[src/rtl/usb11_pkt_gen.sv]
// ---------------------------------------------------------------------------
// usb11_pkt_gen
// Builds USB 1.1 token, data and handshake packets one byte at a time for a
// downstream bit serializer. A one-cycle req in IDLE latches the packet
// fields. The block then presents SYNC, PID and the type-dependent body
// (token fields with CRC5, or payload with CRC16) on sbyte. It moves to the
// next byte on each show_next pulse.
//
// Ports
//   clk, rst                 12 MHz clock; asynchronous active-high reset
//   req                      one-cycle packet request (sampled in IDLE only)
//   pkt_type[1:0]            0 token, 1 data, 2/3 handshake
//   pid[3:0]                 PID code
//   addr[6:0], endp[3:0]     token address / endpoint
//   dat_len[3:0]             payload length (clamped to 8)
//   dat_idx[2:0]             payload index requested from the upstream buffer
//   dat_byte[7:0]            payload byte at dat_idx (combinational read)
//   sbyte[7:0]               byte to the serializer
//   start_pkt                pulse while SYNC is first presented
//   last_pkt_byte            high while sbyte holds the final packet byte
//   show_next                serializer request for the next byte
//   pkt_end                  serializer reports packet complete
//   eop                      frame EOP; aborts any packet in flight
//   busy                     packet in progress
//   done                     pulse on normal completion
//   aborted                  pulse when eop kills a packet
// ---------------------------------------------------------------------------
module usb11_pkt_gen (
    input  logic       clk,
    input  logic       rst,
    input  logic       req,
    input  logic [1:0] pkt_type,
    input  logic [3:0] pid,
    input  logic [6:0] addr,
    input  logic [3:0] endp,
    input  logic [3:0] dat_len,
    output logic [2:0] dat_idx,
    input  logic [7:0] dat_byte,
    output logic [7:0] sbyte,
    output logic       start_pkt,
    output logic       last_pkt_byte,
    input  logic       show_next,
    input  logic       pkt_end,
    input  logic       eop,
    output logic       busy,
    output logic       done,
    output logic       aborted
);

    typedef enum logic [3:0] {
        ST_IDLE, ST_SYNC, ST_PID, ST_TOK1, ST_TOK2,
        ST_DATA, ST_CRC_LO, ST_CRC_HI, ST_WAIT_END
    } state_t;

    state_t      state, state_n;
    logic [7:0]  sbyte_n;
    logic        last_n, start_n, done_n, aborted_n;
    logic [3:0]  cnt, cnt_n;          // payload bytes loaded so far
    logic [15:0] crc16, crc16_n;      // reflected, non-inverted register
    logic [1:0]  type_r, type_n;
    logic [3:0]  pid_r, pid_n;
    logic [6:0]  addr_r, addr_n;
    logic [3:0]  endp_r, endp_n;
    logic [3:0]  len_r, len_n;
    logic [4:0]  crc5;
    logic        is_tok, is_data;

    // Reflected CRC16 (poly 0xA001), one byte, LSB first.
    function automatic logic [15:0] crc16_byte(input logic [15:0] c, input logic [7:0] b);
        logic [15:0] r;
        r = c;
        for (int unsigned i = 0; i < 8; i++) begin
            if (r[0] ^ b[i]) r = (r >> 1) ^ 16'hA001;
            else             r = r >> 1;
        end
        return r;
    endfunction

    // Reflected CRC5 (x^5+x^2+1 -> 0x14 reflected) over addr then endp.
    // The reflected register already places the first-sent bit at bit 0,
    // so the inverted result drops straight into sbyte[7:3].
    function automatic logic [4:0] crc5_calc(input logic [10:0] d);
        logic [4:0] r;
        r = 5'h1F;
        for (int unsigned i = 0; i < 11; i++) begin
            if (r[0] ^ d[i]) r = (r >> 1) ^ 5'h14;
            else             r = r >> 1;
        end
        return ~r;
    endfunction

    assign crc5    = crc5_calc({endp_r, addr_r});
    assign is_tok  = (type_r == 2'd0);
    assign is_data = (type_r == 2'd1);
    assign busy    = (state != ST_IDLE);
    assign dat_idx = cnt[2:0];

    always_comb begin
        state_n   = state;
        sbyte_n   = sbyte;
        last_n    = last_pkt_byte;
        start_n   = 1'b0;
        done_n    = 1'b0;
        aborted_n = 1'b0;
        cnt_n     = cnt;
        crc16_n   = crc16;
        type_n    = type_r;
        pid_n     = pid_r;
        addr_n    = addr_r;
        endp_n    = endp_r;
        len_n     = len_r;

        if (state == ST_IDLE) begin
            if (req && !eop) begin
                state_n = ST_SYNC;
                type_n  = pkt_type;
                pid_n   = pid;
                addr_n  = addr;
                endp_n  = endp;
                len_n   = (dat_len > 4'd8) ? 4'd8 : dat_len;
                sbyte_n = 8'h80;
                start_n = 1'b1;
                last_n  = 1'b0;
                cnt_n   = '0;
                crc16_n = '1;
            end
        end else if (eop) begin
            state_n   = ST_IDLE;
            aborted_n = 1'b1;
            last_n    = 1'b0;
            cnt_n     = '0;
        end else begin
            case (state)
                ST_SYNC: if (show_next) begin
                    state_n = ST_PID;
                    sbyte_n = {~pid_r, pid_r};
                    last_n  = !is_tok && !is_data;
                end
                ST_PID: if (show_next) begin
                    if (is_tok) begin
                        state_n = ST_TOK1;
                        sbyte_n = {endp_r[0], addr_r};
                    end else if (is_data) begin
                        if (len_r != 4'd0) begin
                            state_n = ST_DATA;
                            sbyte_n = dat_byte;
                            crc16_n = crc16_byte(crc16, dat_byte);
                            cnt_n   = 4'd1;
                        end else begin
                            state_n = ST_CRC_LO;
                            sbyte_n = ~crc16[7:0];
                        end
                    end else begin
                        state_n = ST_WAIT_END;
                    end
                end
                ST_TOK1: if (show_next) begin
                    state_n = ST_TOK2;
                    sbyte_n = {crc5, endp_r[3:1]};
                    last_n  = 1'b1;
                end
                ST_TOK2: if (show_next) state_n = ST_WAIT_END;
                ST_DATA: if (show_next) begin
                    if (cnt == len_r) begin
                        state_n = ST_CRC_LO;
                        sbyte_n = ~crc16[7:0];
                    end else begin
                        sbyte_n = dat_byte;
                        crc16_n = crc16_byte(crc16, dat_byte);
                        cnt_n   = cnt + 4'd1;
                    end
                end
                ST_CRC_LO: if (show_next) begin
                    state_n = ST_CRC_HI;
                    sbyte_n = ~crc16[15:8];
                    last_n  = 1'b1;
                end
                ST_CRC_HI: if (show_next) state_n = ST_WAIT_END;
                ST_WAIT_END: if (pkt_end) begin
                    state_n = ST_IDLE;
                    done_n  = 1'b1;
                    last_n  = 1'b0;
                    cnt_n   = '0;
                end
                default: state_n = ST_IDLE;
            endcase
        end
    end

    always_ff @(posedge clk or posedge rst) begin
        if (rst) begin
            state         <= ST_IDLE;
            sbyte         <= '0;
            last_pkt_byte <= 1'b0;
            start_pkt     <= 1'b0;
            done          <= 1'b0;
            aborted       <= 1'b0;
            cnt           <= '0;
            crc16         <= '1;
            type_r        <= '0;
            pid_r         <= '0;
            addr_r        <= '0;
            endp_r        <= '0;
            len_r         <= '0;
        end else begin
            state         <= state_n;
            sbyte         <= sbyte_n;
            last_pkt_byte <= last_n;
            start_pkt     <= start_n;
            done          <= done_n;
            aborted       <= aborted_n;
            cnt           <= cnt_n;
            crc16         <= crc16_n;
            type_r        <= type_n;
            pid_r         <= pid_n;
            addr_r        <= addr_n;
            endp_r        <= endp_n;
            len_r         <= len_n;
        end
    end

endmodule

[config.mk]
export PLATFORM = sky130hd
export DESIGN_NAME = usb11_pkt_gen
export DESIGN_NICKNAME = d
export VERILOG_FILES = /design/src/rtl/usb11_pkt_gen.sv
export SDC_FILE = /design/constraint.sdc
export NUM_CORES = 1
export LEC_CHECK = 0
export ABC_CLOCK_PERIOD_IN_PS = 5750
export BUFFER_PORTS_ARGS = -buffer_cell sky130_fd_sc_hd__buf_2
export CAP_MARGIN = 30
export CORE_MARGIN = 3
export CORE_UTILIZATION = 60
export DETAILED_ROUTE_END_ITERATION = 8
export MAX_ROUTING_LAYER = met4
export PLACE_DENSITY = 0.83
export SLEW_MARGIN = 20
export SYNTH_ARGS = -nofsm -noshare
export SYNTH_HDL_FRONTEND = slang
export SYNTH_SLANG_ARGS = --single-unit
export TNS_END_PERCENT = 50
[constraint.sdc]
create_clock -name clk -period 5.75 [get_ports clk]
set_clock_uncertainty 0.15 [all_clocks]
set_input_delay 0 -clock clk [delete_from_list [all_inputs] [get_ports clk]]
set_output_delay 0 -clock clk [all_outputs]
set_load 0.02 [all_outputs]
==> results.md <==
| Item | Value | Unit |
| --- | --- | --- |
| Maximum Capacitance Violations | 0 | - |
| Met3 Usage GRT | 0.0579 | - |
| Number of design-rule violations left by the first detailed-router iteration | 251 | - |
| Yosys cell types | 60 | - |
| Final min period | 3.10 | ns |
| Post-synthesis async set-or-reset flop share | 1.00 | - |
| Destination of the worst hold path | sbyte[6]$_DFFE_PP0P_ | - |
| Final Instance Count excl. Fillers | 571 | - |
| Part of the cycle the worst path needs | 0.539 | - |
| PD cells | 578 | nW/um2 |
| # clock sinks | 57 | - |
| RR Endpoint | cnt[3]$_DFFE_PP0P_ | - |
| Via density per instance | 6.14 | - |
| Number of flops mapped to enable cells by yosys | 0 | - |
| Mean area per synthesized cell | 8.54 | um2 |
| Seq/Total Area, Yosys | 0.394 | - |
| Class of the most critical setup path | reg2reg | - |
| Unrepaired setup endpoints after global routing | no | - |
| Nature of the critical path endpoint | flop | - |
| Share of synthesized area spent on multiplexers | 0 | - |
| Aggregate global-route resource usage | 0.294 | - |
| Effective utilization at floorplan | 0.643 | - |
| Category of the worst setup path launch point | flop | - |
| Remaining design rule violation count | 0 | - |
| Commonest cells after routing, fill and taps aside | 86 x sky130_fd_sc_hd__nand2_1, 50 x sky130_fd_sc_hd__buf_2, 41 x sky130_fd_sc_hd__dfrtp_1 | - |
| Main flop type after synthesis | sky130_fd_sc_hd__dfrtp_1 | - |
| Floorplan die area | 7100 | um2 |
| Worst hold margin | 0.0344 | ns |
| Crit Reg-Reg Startpoint | state[0]$_DFFE_PP0P_ | - |
| Register-to-register path setup slack | 2.65 | ns |
| Root buffer cell | sky130_fd_sc_hd__clkbuf_8 | - |
| Leakage power | 1.94 | nW |
| Netlist Area Pre-Place | 3670 | um2 |
| Total via count in the routed design | 3505 | - |
| Synth-to-layout area growth | 18.1 | % |
| Outcome | finished, final reports clean | - |
| HPWL reported at the end of detailed placement | 6360 | um |
| Number of instances in the synthesized netlist | 430 | - |
| Hold path startpoint | dat_byte[6] | - |
| N_diodes | 0 | - |
| Cell depth of the worst hold path | 4 | - |
| Fmax | 322 | MHz |
| Highest net fanout along the worst path | 29 | - |
| Slew at the pin closest to its max-slew limit | 0.880 | ns |
| Number of warnings printed during yosys synthesis | 0 | - |
| Max Buffers Root-to-Sink | 2 | - |
| Final count of hold timing violations | 0 | - |
| Post-layout worst setup margin | 2.65 | ns |
| Die X | 84.2 | um |
| Global routing met1 resource utilization | 0.364 | - |
| Via count of the first global-routing pass | 3392 | - |
| Fraction of layout cells with a size suffix above 1 | 0.192 | - |
| Port Buf Inserts | 50 | - |
| Min-Delay Path Class | in2reg | - |
| Post-synthesis net count | 466 | - |
| Antenna violations before repair | 0 | - |
| H-Tree Depth | 3 | - |
| Leading cell type in the layout, fill and taps excluded | sky130_fd_sc_hd__nand2_1 | - |
| Worst-case headroom to the max-slew limit | 0.414 | - |
| Setup TNS | 0 | ns |
| Count of filler cells inserted in the layout | 413 | - |
| Largest family of logic cells by synthesized area | simple AND/OR/NAND/NOR gates | - |
| Final GP Congestion | 0.965 | - |
| Number of placement rows | 27 | - |
| Worst slack, placed | 2.73 | ns |
| CP arrival | 3.23 | ns |
| First-pass GRT wire length | 16200 | um |
| Simple-Gate Fraction of Synth Area | 0.222 | - |
| Number of buffers inserted during clock tree synthesis | 9 | - |
| Count of cells along the worst register-to-register path | 7 | - |
| Number of pins with negative max-slew slack in the final report | 0 | - |
| First-pass iteration count of the detailed router | 6 | - |
| Adder-Cell Fraction of Synth Area | 0.00341 | - |
| Overflow left after global routing | 0 | - |
| Vertical extent of the die | 84.2 | um |
| Fin util | 0.760 | - |
| Required arrival time at the worst endpoint | 5.88 | ns |
| Pin count of the biggest net entering global routing | 58 | - |
| Finish-stage setup viols | 0 | - |
| Clk_lat worst skew | 0.34 | ns |
| Placed cell count | 525 | - |
| IR drop worst, VDD | 369 | uV |
| Number of antenna-violating nets in the routed design | 0 | - |
| TritonCTS clock tree | built | - |
| Nets | 531 | - |
| Area share of xor/xnor cells in the synthesized design | 0.110 | - |
| Met2 Track Usage GR | 0.463 | - |
| Yosys reg bits | 57 | - |
| Busiest layer in global routing | met2 | - |
| Number of placed I/O pins | 51 | - |
| Compound-gate portion of the synthesized area | 0.210 | - |
| Core Region | 5710 | um2 |
| Wire length after detailed routing | 9920 | um |
| WL per Instance | 17.4 | um |
| Clock-pin slew on the worst setup and hold paths | 0.07 | ns |
area by class of cell:
class	instances	area, um2	area share
Clock buffer	12	145	0.0335
Clock inverter	3	17.5	0.00404
Inverter	15	56.3	0.0130
Multi-Input combinational cell	328	2000	0.462
Sequential cell	57	1450	0.333
Tap cell	72	90.1	0.0208
Timing Repair Buffer	84	578	0.133
synth_stat cells, drive strengths merged (7+ instances only):
| master | instances | area, um2 |
|---|---|---|
| nand2 | 86 | 323 |
| dfrtp | 41 | 1030 |
| o21ai | 37 | 185 |
| nor2 | 34 | 128 |
| xnor2 | 28 | 253 |
| a21oi | 21 | 105 |
| buf | 16 | 113 |
| dfstp | 16 | 420 |
| inv | 15 | 56.3 |
| clkbuf | 14 | 52.6 |
| xor2 | 12 | 105 |
| a31oi | 10 | 62.6 |
| nand2b | 8 | 50.1 |
| nand3 | 7 | 35.0 |
| nor3 | 7 | 40.0 |
worst max path at each step:
stage                    startpoint              endpoint  slack [ns]  cells past startpoint
2_1_floorplan  len_r[3]$_DFFE_PP0P_  sbyte[4]$_DFFE_PP0P_        3.60                      8
3_3_place_gp   state[0]$_DFFE_PP0P_    cnt[3]$_DFFE_PP0P_        2.84                      7
3_5_place_dp   state[0]$_DFFE_PP0P_    cnt[0]$_DFFE_PP0P_        2.73                      7
4_1_cts        state[0]$_DFFE_PP0P_    cnt[3]$_DFFE_PP0P_        2.69                      7
5_1_grt        state[0]$_DFFE_PP0P_    cnt[0]$_DFFE_PP0P_        2.30                      7
6_report       state[0]$_DFFE_PP0P_    cnt[3]$_DFFE_PP0P_        2.65                      7
metrics by stage:
stage | power [W] | area, um2
2_1_floorplan | 0.00186 | 3670
3_3_place_gp | 0.00207 | 3870
3_5_place_dp | 0.00211 | 3870
4_1_cts | 0.00246 | 4330
5_1_grt | 0.00267 | 4340
6_report | 0.00251 | 4340
timing repair:
item / in CTS / in global routing
hold buffers: 30 / 0
setup buffers: 0 / 0
endpoints found under the hold margin: 70 / 0
gates resized for setup: 0 / 0
registers in the layout, summed over array words and instances (netlist names), 2 cells and up:
| register | flops |
|---|---|
| addr_r | 7 |
| cnt | 4 |
| crc16 | 16 |
| endp_r | 4 |
| len_r | 4 |
| pid_r | 4 |
| sbyte | 8 |
| state | 4 |
| type_r | 2 |
per-layer routing:
metal  share of wire  wire (um)  up-vias
li1                -          -     1626
met5               0          0        -
met3           0.081        804       55
met4           0.036        359        0
met1            0.40       3980     1628
met2            0.48       4780      196
cell families after synthesis:
group | count (synthesis)
buf+inv | 45
fa+ha+maj | 1
compound gates | 114
xor+xnor | 42
flops | 57
simple gates | 171
power by group:
part | switching [W] | internal [W]
combinational | 0.000776 | 0.000588
clock | 0.000162 | 0.000164
sequential | 0.000224 | 0.000595
worst max-delay path: stages (launching register included):
cell and delay, ns:
sky130_fd_sc_hd__dfrtp_1 0.70, sky130_fd_sc_hd__nor4_2 0.38, sky130_fd_sc_hd__buf_4 0.23, sky130_fd_sc_hd__nand2_1 0.43
sky130_fd_sc_hd__inv_2 0.51, sky130_fd_sc_hd__a211oi_4 0.12, sky130_fd_sc_hd__or4_1 0.42, sky130_fd_sc_hd__nand3_1 0.09
No activity file was read; power rests on OpenSTA's default activity.
